### src/rtl/softex_pkg.sv
// Shared softex types: slot contents, controller/accumulator slot ops, and the
// slot manager's FSM state and response record.
package softex_pkg;

    localparam int unsigned SLOT_ADDR_BITS = 8;
    localparam int unsigned MAX_W          = 16;
    localparam int unsigned DEN_W          = 32;

    typedef struct packed {
        logic [MAX_W-1:0] maximum;
        logic [DEN_W-1:0] denominator;
        logic             valid;
    } slot_t;

    typedef enum logic {
        SLOT_ALLOC = 1'b0,
        SLOT_LOAD  = 1'b1
    } slot_req_op_e;

    typedef struct packed {
        slot_req_op_e              op;
        logic [SLOT_ADDR_BITS-1:0] addr;
    } slot_req_op_t;

    typedef enum logic {
        SLOT_UPDATE = 1'b0,
        SLOT_FREE   = 1'b1
    } slot_update_op_e;

    typedef struct packed {
        slot_update_op_e           op;
        logic [SLOT_ADDR_BITS-1:0] addr;
        logic [MAX_W-1:0]          maximum;
        logic [DEN_W-1:0]          denominator;
    } slot_update_op_t;

    typedef enum logic {
        IDLE = 1'b0,
        RESP = 1'b1
    } slot_mgr_state_e;

    typedef struct packed {
        logic [SLOT_ADDR_BITS-1:0] addr;
        slot_t                     slot;
        logic                      error;
    } slot_rsp_t;

endpackage

### src/rtl/lzc.sv
// Leading/trailing zero counter. MODE=0 counts trailing zeros (index of the
// lowest set bit), MODE=1 counts leading zeros. empty_o flags an all-zero input.
module lzc #(
    parameter int unsigned WIDTH     = 2,
    parameter bit          MODE      = 1'b0,
    parameter int unsigned CNT_WIDTH = (WIDTH > 1) ? $clog2(WIDTH) : 1
) (
    input  logic [WIDTH-1:0]     in_i,
    output logic [CNT_WIDTH-1:0] cnt_o,
    output logic                 empty_o
);

    always_comb begin
        cnt_o   = '0;
        empty_o = 1'b1;
        if (!MODE) begin
            for (int i = WIDTH - 1; i >= 0; i--) begin
                if (in_i[i]) begin
                    cnt_o   = CNT_WIDTH'(i);
                    empty_o = 1'b0;
                end
            end
        end else begin
            for (int i = 0; i < WIDTH; i++) begin
                if (in_i[i]) begin
                    cnt_o   = CNT_WIDTH'(WIDTH - 1 - i);
                    empty_o = 1'b0;
                end
            end
        end
    end

endmodule

### src/rtl/softex_slot_lzc_alloc.sv
// First-free slot finder: lowest index with alloc=0, plus a full flag when no
// slot is free. Purely combinational.
module softex_slot_lzc_alloc
    import softex_pkg::*;
#(
    parameter int unsigned N_SLOTS   = 4,
    parameter int unsigned ADDR_BITS = softex_pkg::SLOT_ADDR_BITS
) (
    input  logic [N_SLOTS-1:0]   alloc_i,
    output logic [ADDR_BITS-1:0] idx_o,
    output logic                 full_o
);

    localparam int unsigned CNT_W = (N_SLOTS > 1) ? $clog2(N_SLOTS) : 1;

    logic [CNT_W-1:0] cnt;

    // Trailing-zero count over the free mask gives the lowest free index.
    lzc #(
        .WIDTH     (N_SLOTS),
        .MODE      (1'b0),
        .CNT_WIDTH (CNT_W)
    ) i_lzc (
        .in_i    (~alloc_i),
        .cnt_o   (cnt),
        .empty_o (full_o)
    );

    assign idx_o = ADDR_BITS'(cnt);

endmodule

### src/rtl/softex_slot_manager.sv
// Softmax slot manager: serialises ALLOC/LOAD requests with one outstanding
// response, applies UPDATE/FREE writebacks, and tracks slot occupancy.
module softex_slot_manager
    import softex_pkg::*;
#(
    parameter int unsigned N_SLOTS        = 4,
    parameter int unsigned SLOT_ADDR_BITS = softex_pkg::SLOT_ADDR_BITS
) (
    input  logic                         clk_i,
    input  logic                         rst_ni,
    input  logic                         clear_i,
    input  logic                         req_valid_i,
    output logic                         req_ready_o,
    input  slot_req_op_t                 req_op_i,
    output logic                         rsp_valid_o,
    input  logic                         rsp_ready_i,
    output logic [SLOT_ADDR_BITS-1:0]    rsp_addr_o,
    output slot_t                        rsp_slot_o,
    output logic                         rsp_error_o,
    input  logic                         update_valid_i,
    output logic                         update_ready_o,
    input  slot_update_op_t              update_op_i,
    output logic [$clog2(N_SLOTS+1)-1:0] n_alloc_o
);

    localparam int unsigned IDX_W  = (N_SLOTS > 1) ? $clog2(N_SLOTS) : 1;
    localparam int unsigned CNT_W  = $clog2(N_SLOTS + 1);
    localparam int unsigned PKG_AW = softex_pkg::SLOT_ADDR_BITS;

    slot_mgr_state_e    state_q, state_d;
    logic [N_SLOTS-1:0] alloc_q, alloc_d;
    slot_t              entry_q [N_SLOTS];
    slot_t              entry_d [N_SLOTS];
    slot_rsp_t          rsp_q, rsp_d;
    logic [CNT_W-1:0]   n_alloc_q, n_alloc_d;

    logic [PKG_AW-1:0]  free_idx;
    logic               full;
    logic [IDX_W-1:0]   free_a, req_a, upd_a;
    logic               upd_hit, req_fire;

    function automatic logic in_range(input logic [PKG_AW-1:0] a);
        return 32'(a) < N_SLOTS;
    endfunction

    function automatic logic [CNT_W-1:0] popcount(input logic [N_SLOTS-1:0] v);
        logic [CNT_W-1:0] c;
        c = '0;
        for (int unsigned i = 0; i < N_SLOTS; i++) begin
            c = c + CNT_W'(v[i]);
        end
        return c;
    endfunction

    softex_slot_lzc_alloc #(
        .N_SLOTS   (N_SLOTS),
        .ADDR_BITS (PKG_AW)
    ) i_alloc (
        .alloc_i (alloc_q),
        .idx_o   (free_idx),
        .full_o  (full)
    );

    assign free_a   = IDX_W'(free_idx);
    assign req_a    = IDX_W'(req_op_i.addr);
    assign upd_a    = IDX_W'(update_op_i.addr);
    assign upd_hit  = update_valid_i && in_range(update_op_i.addr) && alloc_q[upd_a];
    assign req_fire = req_valid_i && (state_q == IDLE);

    always_comb begin
        state_d = state_q;
        alloc_d = alloc_q;
        entry_d = entry_q;
        rsp_d   = rsp_q;

        if (upd_hit) begin
            if (update_op_i.op == SLOT_UPDATE) begin
                entry_d[upd_a] = '{maximum:     update_op_i.maximum,
                                   denominator: update_op_i.denominator,
                                   valid:       1'b1};
            end else begin
                alloc_d[upd_a] = 1'b0;
                entry_d[upd_a] = '0;
            end
        end

        unique case (state_q)
            IDLE: begin
                if (req_fire) begin
                    state_d = RESP;
                    rsp_d   = '0;
                    if (req_op_i.op == SLOT_ALLOC) begin
                        // Occupancy is sampled pre-edge, so a same-cycle FREE is invisible here.
                        if (full) begin
                            rsp_d.error = 1'b1;
                        end else begin
                            alloc_d[free_a] = 1'b1;
                            entry_d[free_a] = '0;
                            rsp_d.addr      = free_idx;
                        end
                    end else begin
                        rsp_d.addr = req_op_i.addr;
                        if (in_range(req_op_i.addr) && alloc_q[req_a]) begin
                            rsp_d.slot = entry_q[req_a];
                            // Write-first bypass for a same-cycle UPDATE; FREE keeps pre-free data.
                            if (upd_hit && (update_op_i.op == SLOT_UPDATE) && (upd_a == req_a)) begin
                                rsp_d.slot = '{maximum:     update_op_i.maximum,
                                               denominator: update_op_i.denominator,
                                               valid:       1'b1};
                            end
                        end else begin
                            rsp_d.error = 1'b1;
                        end
                    end
                end
            end
            RESP: begin
                if (rsp_ready_i) begin
                    state_d = IDLE;
                end
            end
            default: state_d = IDLE;
        endcase

        if (clear_i) begin
            state_d = IDLE;
            alloc_d = '0;
            rsp_d   = '0;
            for (int unsigned i = 0; i < N_SLOTS; i++) begin
                entry_d[i] = '0;
            end
        end

        n_alloc_d = popcount(alloc_d);
    end

    always_ff @(posedge clk_i or negedge rst_ni) begin
        if (!rst_ni) begin
            state_q   <= IDLE;
            alloc_q   <= '0;
            entry_q   <= '{default: '0};
            rsp_q     <= '0;
            n_alloc_q <= '0;
        end else begin
            state_q   <= state_d;
            alloc_q   <= alloc_d;
            entry_q   <= entry_d;
            rsp_q     <= rsp_d;
            n_alloc_q <= n_alloc_d;
        end
    end

    assign req_ready_o    = (state_q == IDLE);
    assign rsp_valid_o    = (state_q == RESP);
    assign rsp_addr_o     = SLOT_ADDR_BITS'(rsp_q.addr);
    assign rsp_slot_o     = rsp_q.slot;
    assign rsp_error_o    = rsp_q.error;
    assign update_ready_o = 1'b1;
    assign n_alloc_o      = n_alloc_q;

endmodule

### config.mk
export PLATFORM = sky130hd
export DESIGN_NAME = softex_slot_manager
export DESIGN_NICKNAME = d
export VERILOG_FILES = /design/src/rtl/softex_pkg.sv /design/src/rtl/lzc.sv /design/src/rtl/softex_slot_lzc_alloc.sv /design/src/rtl/softex_slot_manager.sv
export SDC_FILE = /design/constraint.sdc
export NUM_CORES = 1
export LEC_CHECK = 0
export ABC_AREA = 1
export CORE_MARGIN = 8
export CORE_UTILIZATION = 55
export DETAILED_ROUTE_END_ITERATION = 10
export GPL_TIMING_DRIVEN = 0
export PLACE_DENSITY_LB_ADDON = 0.25
export SYNTH_ARGS = -nofsm -noshare
export SYNTH_HDL_FRONTEND = slang
export SYNTH_SLANG_ARGS = --single-unit
### constraint.sdc
create_clock -name clk_i -period 6.1 [get_ports clk_i]
set_input_delay 0.915 -clock clk_i [delete_from_list [all_inputs] [get_ports clk_i]]
set_output_delay 0.915 -clock clk_i [all_outputs]
set_load 0.02 [all_outputs]
==> results of run 1 <==
==> through the flow <==
stage	instances	setup TNS, ps
2_1_floorplan	1965	0
3_3_place_gp	2421	-1917610
3_5_place_dp	2423	0
4_1_cts	2471	0
5_1_grt	2471	0
6_report	2471	0
==> metal layers <==
metal / vias up / part of all wire (%) / track usage [%]
met4: 0 / 4.7 / 15.9
met3: 169 / 13 / 9.47
met1: 6564 / 39 / 40.9
met5: - / 0 / 0
li1: 6418 / - / -
met2: 992 / 43 / 48.0
==> power by group <==
group          switching [mW]  internal, mW
registers             0.00323          1.74
logic                   0.284         0.111
clock network           0.715          1.00
total                    1.00          2.86
==> sequential cells by signal, indices dropped and copies added, names as in the netlist <==
signal       cells
alloc_q          4
entry_q        196
n_alloc_o        3
rsp_addr_o       8
rsp_error_o      1
rsp_slot_o      49
rsp_valid_o      1
==> final cells by class <==
cell class | instances | area [um2]
flip-flops and latches | 262 | 6560
clock inverters | 11 | 136
well taps | 324 | 405
fillers | 2065 | 7990
plain buffers | 132 | 597
inverters | 193 | 724
multi-input cells | 1378 | 5840
clock buffers | 37 | 766
repair buffers | 134 | 1380
==> Yosys cell counts, types with 5 or more instances <==
library cell  number
a21oi_1           56
buf_1             12
buf_2             38
buf_4             10
clkbuf_1          69
dfrtp_1          262
inv_1            188
inv_2              5
nand2_1          462
nand3_1           78
nand4_1           48
nor2_1           515
o21ai_0          192
==> path summary, 6_finish.rpt <==
kind | cells after the start | end | start | slack (ps)
max | 16 | n_alloc_o[1]$_DFF_PN0_ | update_op_i[48] | 2800
min reg2reg | 2 | rsp_slot_o[31]$_DFFE_PN0P_ | rsp_slot_o[31]$_DFFE_PN0P_ | 480
max in group asynchronous | 2 | entry_q[82]$_DFF_PN0_ | rst_ni | 4800
min | 1 | rsp_slot_o[6]$_DFFE_PN0P_ | rst_ni | 320
max reg2reg | 14 | n_alloc_o[1]$_DFF_PN0_ | alloc_q[2]$_DFF_PN0_ | 3430
min in group clk_i | 2 | rsp_slot_o[31]$_DFFE_PN0P_ | rsp_slot_o[31]$_DFFE_PN0P_ | 480
==> worst reg2reg max path, stage by stage (launching register included) <==
cell and delay [ps]:
dfrtp_1 420, inv_1 100, nand3_1 90, nand2_1 90, nor2_4 160, buf_6 230, nand2_1 140, nand2_1 100
nand2_1 70, nand2_1 60, nand2_1 70, fa_1 540, inv_1 40, ha_1 170, ha_1 280
==> cells by family after synthesis <==
logic type | share of synthesized area [%]
AND/OR/NAND/NOR | 32.4
buffers and inverters | 9.63
AO/OA/AOI/OAI | 9.79
flip-flops | 47.8
adder cells (fa/ha/maj) | 0.328
other | 0.0273
==> metrics.yaml, run 1 <==
status:
  outcome: "finished clean"
sta:
  timing.fmax_mhz: 303
  clock_skew_ps: 16.0
  hold_viol: 0
  period_share_pct: 54.1
  setup_slack_ps: 2800
  rsz0062_at_grt: "false"
  period_minus_slack_ps: 3300
  whs_ps: 315
  drv_slew: 0
  max_slew_margin_pct: 32.2
  finalSetupViolations: 0
  tightest_slew_ps: 1020
setup_path:
  cp_num_buf_inv: 5
  cpMostUsedCell: "nand2_1"
  critical_path.startpoint_type: "primary input"
  critical-path-slowest-cell: "clkdlybuf4s50_1"
  cp_max_fo: 10
  criticalPathCategory: "in -> reg"
  critical_path_arrival_ps: 3720
  path_cells: "clkdlybuf4s50_1 -> inv_2 -> nor2_2 -> nand2_1 -> nand2_1 -> nor2_4 -> buf_6 -> buf_2 -> nand3_1 -> nand2_1 -> nand2_1 -> nand2_1 -> fa_1 -> inv_1 -> ha_1 -> ha_1"
  cpLargestDelayFamily: "buffers and inverters"
  cpPeakStageDelay_ps: 600
  worst_setup_path_end_kind: "flip-flop"
  crit_required_ps: 6520
die:
  die_area_um2: 30200
  io-pin-count: 136
  dieHeight_um: 174
  coreArea_um2: 24400
  start_util_pct: 56.2
  rows: 57
  fp.dieW_um: 174
cells_and_area:
  fin_area_um2: 16400
  final_layout_size_suffix_gt1_share_pct: 4.98
  fin_util_pct: 67.3
  final_cell_mix: "515 x nor2_1, 462 x nand2_1, 262 x dfrtp_1"
  nets: 2205
  area_growth_pct: 19.6
  diodes: 0
  final_common_cell: "nor2_1"
drt:
  wl_per_cell_um: 19.9
  drc_errors: 0
  routed_via_density: 5.72
  drt_wl_total_um: 49300
  drt-pass1-iter-count: 8
  drtIter0Drc: 1943
  vias: 14100
  antenna_left: 0
logic_synthesis:
  yosys_most_used_dff: "dfrtp_1"
  syn-num-nets: 2040
  syn_area_um2: 13700
  synth.distinct_cells: 30
  yosysSeqAreaShare_pct: 47.8
  async_reset_ff_share_pct: 100
  netlist_top_cells_area: "dfrtp_1 48%, nor2_1 14%, nand2_1 13%"
  synth_edf_count: 0
  ys_ff_latch: 262
  synthCells: 1965
  synth_top_cell_by_area: "dfrtp_1"
  yosys_warnings: 0
  avgSynthCellArea_um2: 6.98
  synth_top_area_share_pct: 47.8
placement:
  port_buffers: 132
  placed_cell_area_um2: 15500
  post-place-ws_ps: 2290
  hpwlAfterDp_um: 33400
  gp_congestion: 0.953
grt:
  grt_pass1_vias: 13900
  grt_overflow: 0
  antenna_found_initial: 0
  grt_max_degree: 123
  grt_use_total_pct: 31.7
  grt_pass1_wl_um: 76300
clocking:
  cts_buffers: 29
  root_buffer: "clkbuf_16"
  insertion_delay_ps: 550
  postCtsHoldBufs: 0
  clk_pin_slew_ps: 60
  ctsHtreeMaxLevel: 1
  cts_tree: "done"
  cts_buffer_depth: 3
  ctsResizeCount: 0
  cts_setup_buffers: 0
  cts.sink_count: 262
worst_hold_path:
  hp-class: "in -> async"
power:
  power_density_nw_per_um2: 235
  peakVddDrop_mv: 0.192
  leakage_nw: 8.81
  total_power_mw: 3.86
run:
  cap_viol_max_count: 0
No activity file was read; power rests on OpenSTA's default activity.
==> run 2, diff against run 1 <==
- CORE_UTILIZATION: 55 -> 52
- clock period: 6.1 -> 2.75 ns (I/O delays scaled with it)
==> run 2 against run 1 <==
Clock power is 120% higher. Non-clock buffer count is 2 higher. Power is 120% higher. Die area is 5.2% higher. Final cell count is 0.61% higher. Sequential power is 120% higher. Critical path type unchanged. Largest cell class unchanged. Highest routed layer is now met5.
==> metrics.yaml, run 2 (same netlist as run 1, synthesis figures left out) <==
clocking:
  insertion_delay_ps: 550
  cts.sink_count: 262
  cts_buffers: 29
  cts_buffer_depth: 3
  root_buffer: "clkbuf_16"
  clk_pin_slew_ps: 60
  ctsHtreeMaxLevel: 1
  cts_tree: "done"
setup_path:
  critical_path_arrival_ps: 3080
  r2r_end: "n_alloc_o[1]$_DFF_PN0_"
  cpPeakStageDelay_ps: 710
  reg2reg_depth: 14
  criticalPathCategory: "in -> reg"
  worst_setup_path_end_kind: "flip-flop"
  rr_startpoint: "alloc_q[2]$_DFF_PN0_"
  path_cells: "clkdlybuf4s50_1 -> inv_1 -> clkbuf_1 -> clkbuf_1 -> a21oi_1 -> o21ai_0 -> nand2_1 -> nand3_1 -> nand2_1"
  crit_required_ps: 3180
  critical-path-slowest-cell: "clkbuf_1"
  regToRegSetupSlack_ps: 170
  cp_max_fo: 10
  critical_path.startpoint_type: "primary input"
cells_and_area:
  final_cell_mix: "515 x nor2_1, 462 x nand2_1, 261 x dfrtp_1"
  max_flop_register: "entry_q"
  area_growth_pct: 19.8
  final_layout_size_suffix_gt1_share_pct: 5.07
  largest_reg_flops: 196
  nets: 2207
  diodes: 0
  final_common_cell: "nor2_1"
  fin_util_pct: 63.3
run:
  cap_viol_max_count: 0
sta:
  max_slew_margin_pct: 30.9
  tightest_slew_ps: 1040
  setup_slack_ps: 94.1
  clock_skew_ps: 8.44
  finalSetupViolations: 0
  rsz0062_at_grt: "false"
  setup-tns-final_ps: 0
  period_minus_slack_ps: 2660
  hold_viol: 0
  period_share_pct: 96.6
  drv_slew: 0
  timing.fmax_mhz: 377
die:
  coreArea_um2: 26000
  die_area_um2: 31800
  start_util_pct: 52.8
  dieHeight_um: 178
  fp.dieW_um: 178
  rows: 59
  io-pin-count: 136
drt:
  drc_errors: 0
  vias: 14100
  drt-pass1-iter-count: 6
  drtIter0Drc: 1989
  drt_wl_total_um: 49800
  wl_per_cell_um: 20.1
  antenna_left: 0
  routed_via_density: 5.68
placement:
  hpwlAfterDp_um: 33800
  port_buffers: 132
  post-place-ws_ps: -523
  gp_congestion: 0.963
grt:
  grt_overflow: 0
  grt_pass1_vias: 13700
  grt_max_degree: 121
  antenna_found_initial: 1
  grt_pass1_wl_um: 76300
  grt_use_total_pct: 31.0
power:
  power_density_nw_per_um2: 516
  peakVddDrop_mv: 0.455
  leakage_nw: 8.83
status:
  outcome: "finished clean"
worst_hold_path:
  hp-class: "in -> async"
==> run 2: critical path, delay by kind of cell <==
kind | cells | cell delay, ps
AO/OA/AOI/OAI | 2 | 460
buffers and inverters | 4 | 1840
AND/OR/NAND/NOR | 3 | 370
==> run 2: report_power, final <==
part	internal [mW]	switching [mW]	leakage [nW]
registers	3.87	0.00747	3.65
logic	0.250	0.634	4.74
clock network	2.16	1.57	0.436
==> run 2: how the worst max path moves through the flow <==
stage	start	end	slack [ps]	depth (start not counted)
after floorplan	update_op_i[49]	n_alloc_o[1]$_DFF_PN0_	190	15
after global placement	rst_ni	entry_q[190]$_DFF_PN0_	-10320	1
after detailed placement	update_op_i[48]	n_alloc_o[1]$_DFF_PN0_	-520	16
after CTS	update_op_i[48]	n_alloc_o[1]$_DFF_PN0_	30	16
after global routing	alloc_q[2]$_DFF_PN0_	n_alloc_o[1]$_DFF_PN0_	10	14
final	req_op_i[0]	rsp_slot_o[19]$_DFFE_PN0P_	90	9
==> run 2: metrics by stage <==
step           total power [mW]  area [um2]  std cells  hold slack, ps
5_1_grt                    8.70       16400       2486             396
3_3_place_gp               4.78       15500       2432             462
2_1_floorplan              4.34       13700       1965             117
6_report                   8.48       16400       2486             338
4_1_cts                    8.46       16400       2485             364
3_5_place_dp               4.79       15500       2434             333
==> run 2: routing by layer <==
metal / global-route usage, % / up-vias / share of wire, %
li1: - / 6426 / -
met1: 40.4 / 6548 / 38
met2: 47.8 / 960 / 44
met3: 8.23 / 189 / 13
met4: 14.0 / 2 / 4.6
met5: 0 / - / 0.034
==> run 2: what timing repair did <==
action,CTS,global route
hold endpoints to repair,46,0
hold buffers,1,0
setup endpoints to repair,0,2
setup buffers,0,1
gates resized for setup,0,6
==> run 2: layout make-up <==
class                   count  area (um2)
flip-flops and latches    262        6560
well taps                 335         419
clock inverters             5        50.0
clock buffers              45         836
fillers                  2344        9550
plain buffers             132         606
repair buffers            136        1400
inverters                 193         724
multi-input cells        1378        5840
==> run 3, diff against run 2 <==
- CORE_UTILIZATION: 52 -> 45
- CTS_CLUSTER_SIZE: not set -> 20
==> run 3 against run 2 <==
Flip-flop and latch count unchanged. Final cell count up 2.8%. Via count shrank 1.7%. Critical path type unchanged. Critical endpoint is now entry_q[53]$_DFF_PN0_. Highest routed layer is now met4.
==> metrics.yaml, run 3 (same netlist as run 1, synthesis figures left out) <==
cells_and_area:
  max_flop_register: "entry_q"
  area_growth_pct: 21.8
  multi_input_area_um2: 5840
  largest_reg_flops: 196
  final_layout_size_suffix_gt1_share_pct: 5.65
  nets: 2210
  diodes: 0
  final_common_cell: "nor2_1"
  regArea_um2: 6560
  final_cell_mix: "515 x nor2_1, 462 x nand2_1, 261 x dfrtp_1"
  fillers: 2967
sta:
  hold_viol: 0
  finalSetupViolations: 0
  rsz0062_at_grt: "false"
  whs_ps: 404
  clock_skew_ps: 15.2
  tightest_slew_ps: 952
  drv_slew: 0
  timing.fmax_mhz: 372
  period_share_pct: 97.8
  period_minus_slack_ps: 2690
  max_slew_margin_pct: 36.5
  setup_slack_ps: 60.3
clocking:
  clk_pin_slew_ps: 70
  cts.sink_count: 262
  cts_buffer_depth: 3
  root_buffer: "clkbuf_16"
  cts_buffers: 30
  insertion_delay_ps: 560
  cts_tree: "done"
  ctsHtreeMaxLevel: 1
placement:
  port_buffers: 132
  gp_congestion: 0.946
  hpwlAfterDp_um: 34700
  post-place-ws_ps: -592
setup_path:
  criticalPathCategory: "in -> reg"
  critical_path.startpoint_type: "primary input"
  cp_max_fo: 10
  reg2reg_depth: 14
  critical_path_arrival_ps: 3120
  worst_setup_path_end_kind: "flip-flop"
  crit_required_ps: 3180
die:
  fp.dieW_um: 191
  io-pin-count: 136
  die_area_um2: 36300
  coreArea_um2: 30300
  start_util_pct: 45.3
  rows: 64
  dieHeight_um: 191
grt:
  grt_overflow: 0
  grt_max_degree: 106
  grt_pass1_vias: 13600
  grt_pass1_wl_um: 77900
  antenna_found_initial: 0
  grt_use_total_pct: 27.7
worst_hold_path:
  hold_depth: 6
  hp-class: "in -> reg"
power:
  peakVddDrop_mv: 0.473
  power_density_nw_per_um2: 543
  leakage_nw: 8.92
drt:
  drtIter0Drc: 1531
  wl_per_cell_um: 20.0
  antenna_left: 0
  drc_errors: 0
  routed_via_density: 5.43
  vias: 13900
  drt_wl_total_um: 51000
  drt-pass1-iter-count: 6
status:
  outcome: "finished clean"
run:
  cap_viol_max_count: 0
-- run 3: cell count changes in the layout (fill, tap and decap cells not counted), sizes merged --
cell / delta
bufinv: +3
clkinv: +3
buf: +1
clkdlybuf4s15: +1
dlygate4sd2: +1
dlymetal6s2s: -1
-- run 3: worst paths after layout --
path	startpoint	to	slack [ps]
max in group asynchronous	rst_ni	rsp_slot_o[20]$_DFFE_PN0P_	1300
setup / recovery	update_op_i[56]	entry_q[53]$_DFF_PN0_	60
setup reg to reg	alloc_q[2]$_DFF_PN0_	n_alloc_o[1]$_DFF_PN0_	150
hold / removal	update_op_i[49]	entry_q[98]$_DFF_PN0_	400
hold reg to reg	rsp_slot_o[3]$_DFFE_PN0P_	rsp_slot_o[3]$_DFFE_PN0P_	480
min in group asynchronous	rst_ni	rsp_slot_o[2]$_DFFE_PN0P_	470
-- run 3: repair_timing --
item / in CTS / in global routing
setup buffers: 0 / 3
cloned: 0 / 0
setup endpoints to repair: 1 / 3
hold buffers: 1 / 0
hold endpoints to repair: 78 / 0
resized for setup: 1 / 6
-- run 3: layout make-up --
cell class	count	area share [%]
well taps	396	2.97
inverters	193	4.34
plain buffers	132	3.62
multi-input cells	1378	35.0
clock buffers	45	5.44
flip-flops and latches	262	39.3
clock inverters	11	0.951
repair buffers	138	8.46
-- run 3: critical path: stages --
cell	delay [ps]
clkdlybuf4s50_1	580
clkdlybuf4s15_1	780
clkbuf_1	780
nor2_1	250
o21ai_0	240
nor2_1	70
-- run 3: per-layer routing --
metal | global-route usage [%] | wire length [um]
met5 | 0 | 0
met1 | 36.5 | 21100
met4 | 12.7 | 2290
met2 | 42.8 | 22500
met3 | 6.44 | 5210
-- run 3: where the power goes --
part / leakage [nW] / switching (mW) / total [mW] / internal [mW]
clock network: 0.531 / 1.66 / 4.31 / 2.64
registers: 3.65 / 0.00753 / 3.88 / 3.87
logic: 4.74 / 0.635 / 0.886 / 0.251
-- run 3: through the flow --
step	setup TNS, ps	util (%)	std cells	total power [mW]	area, um2
after floorplan	0	-	1965	4.34	13700
after global placement	-2753330	51.3	2493	4.80	15500
after detailed placement	-23020	51.5	2495	4.80	15600
after CTS	0	55.1	2552	9.06	16700
after global routing	0	55.2	2555	9.30	16700
final	0	55.2	2555	9.07	16700
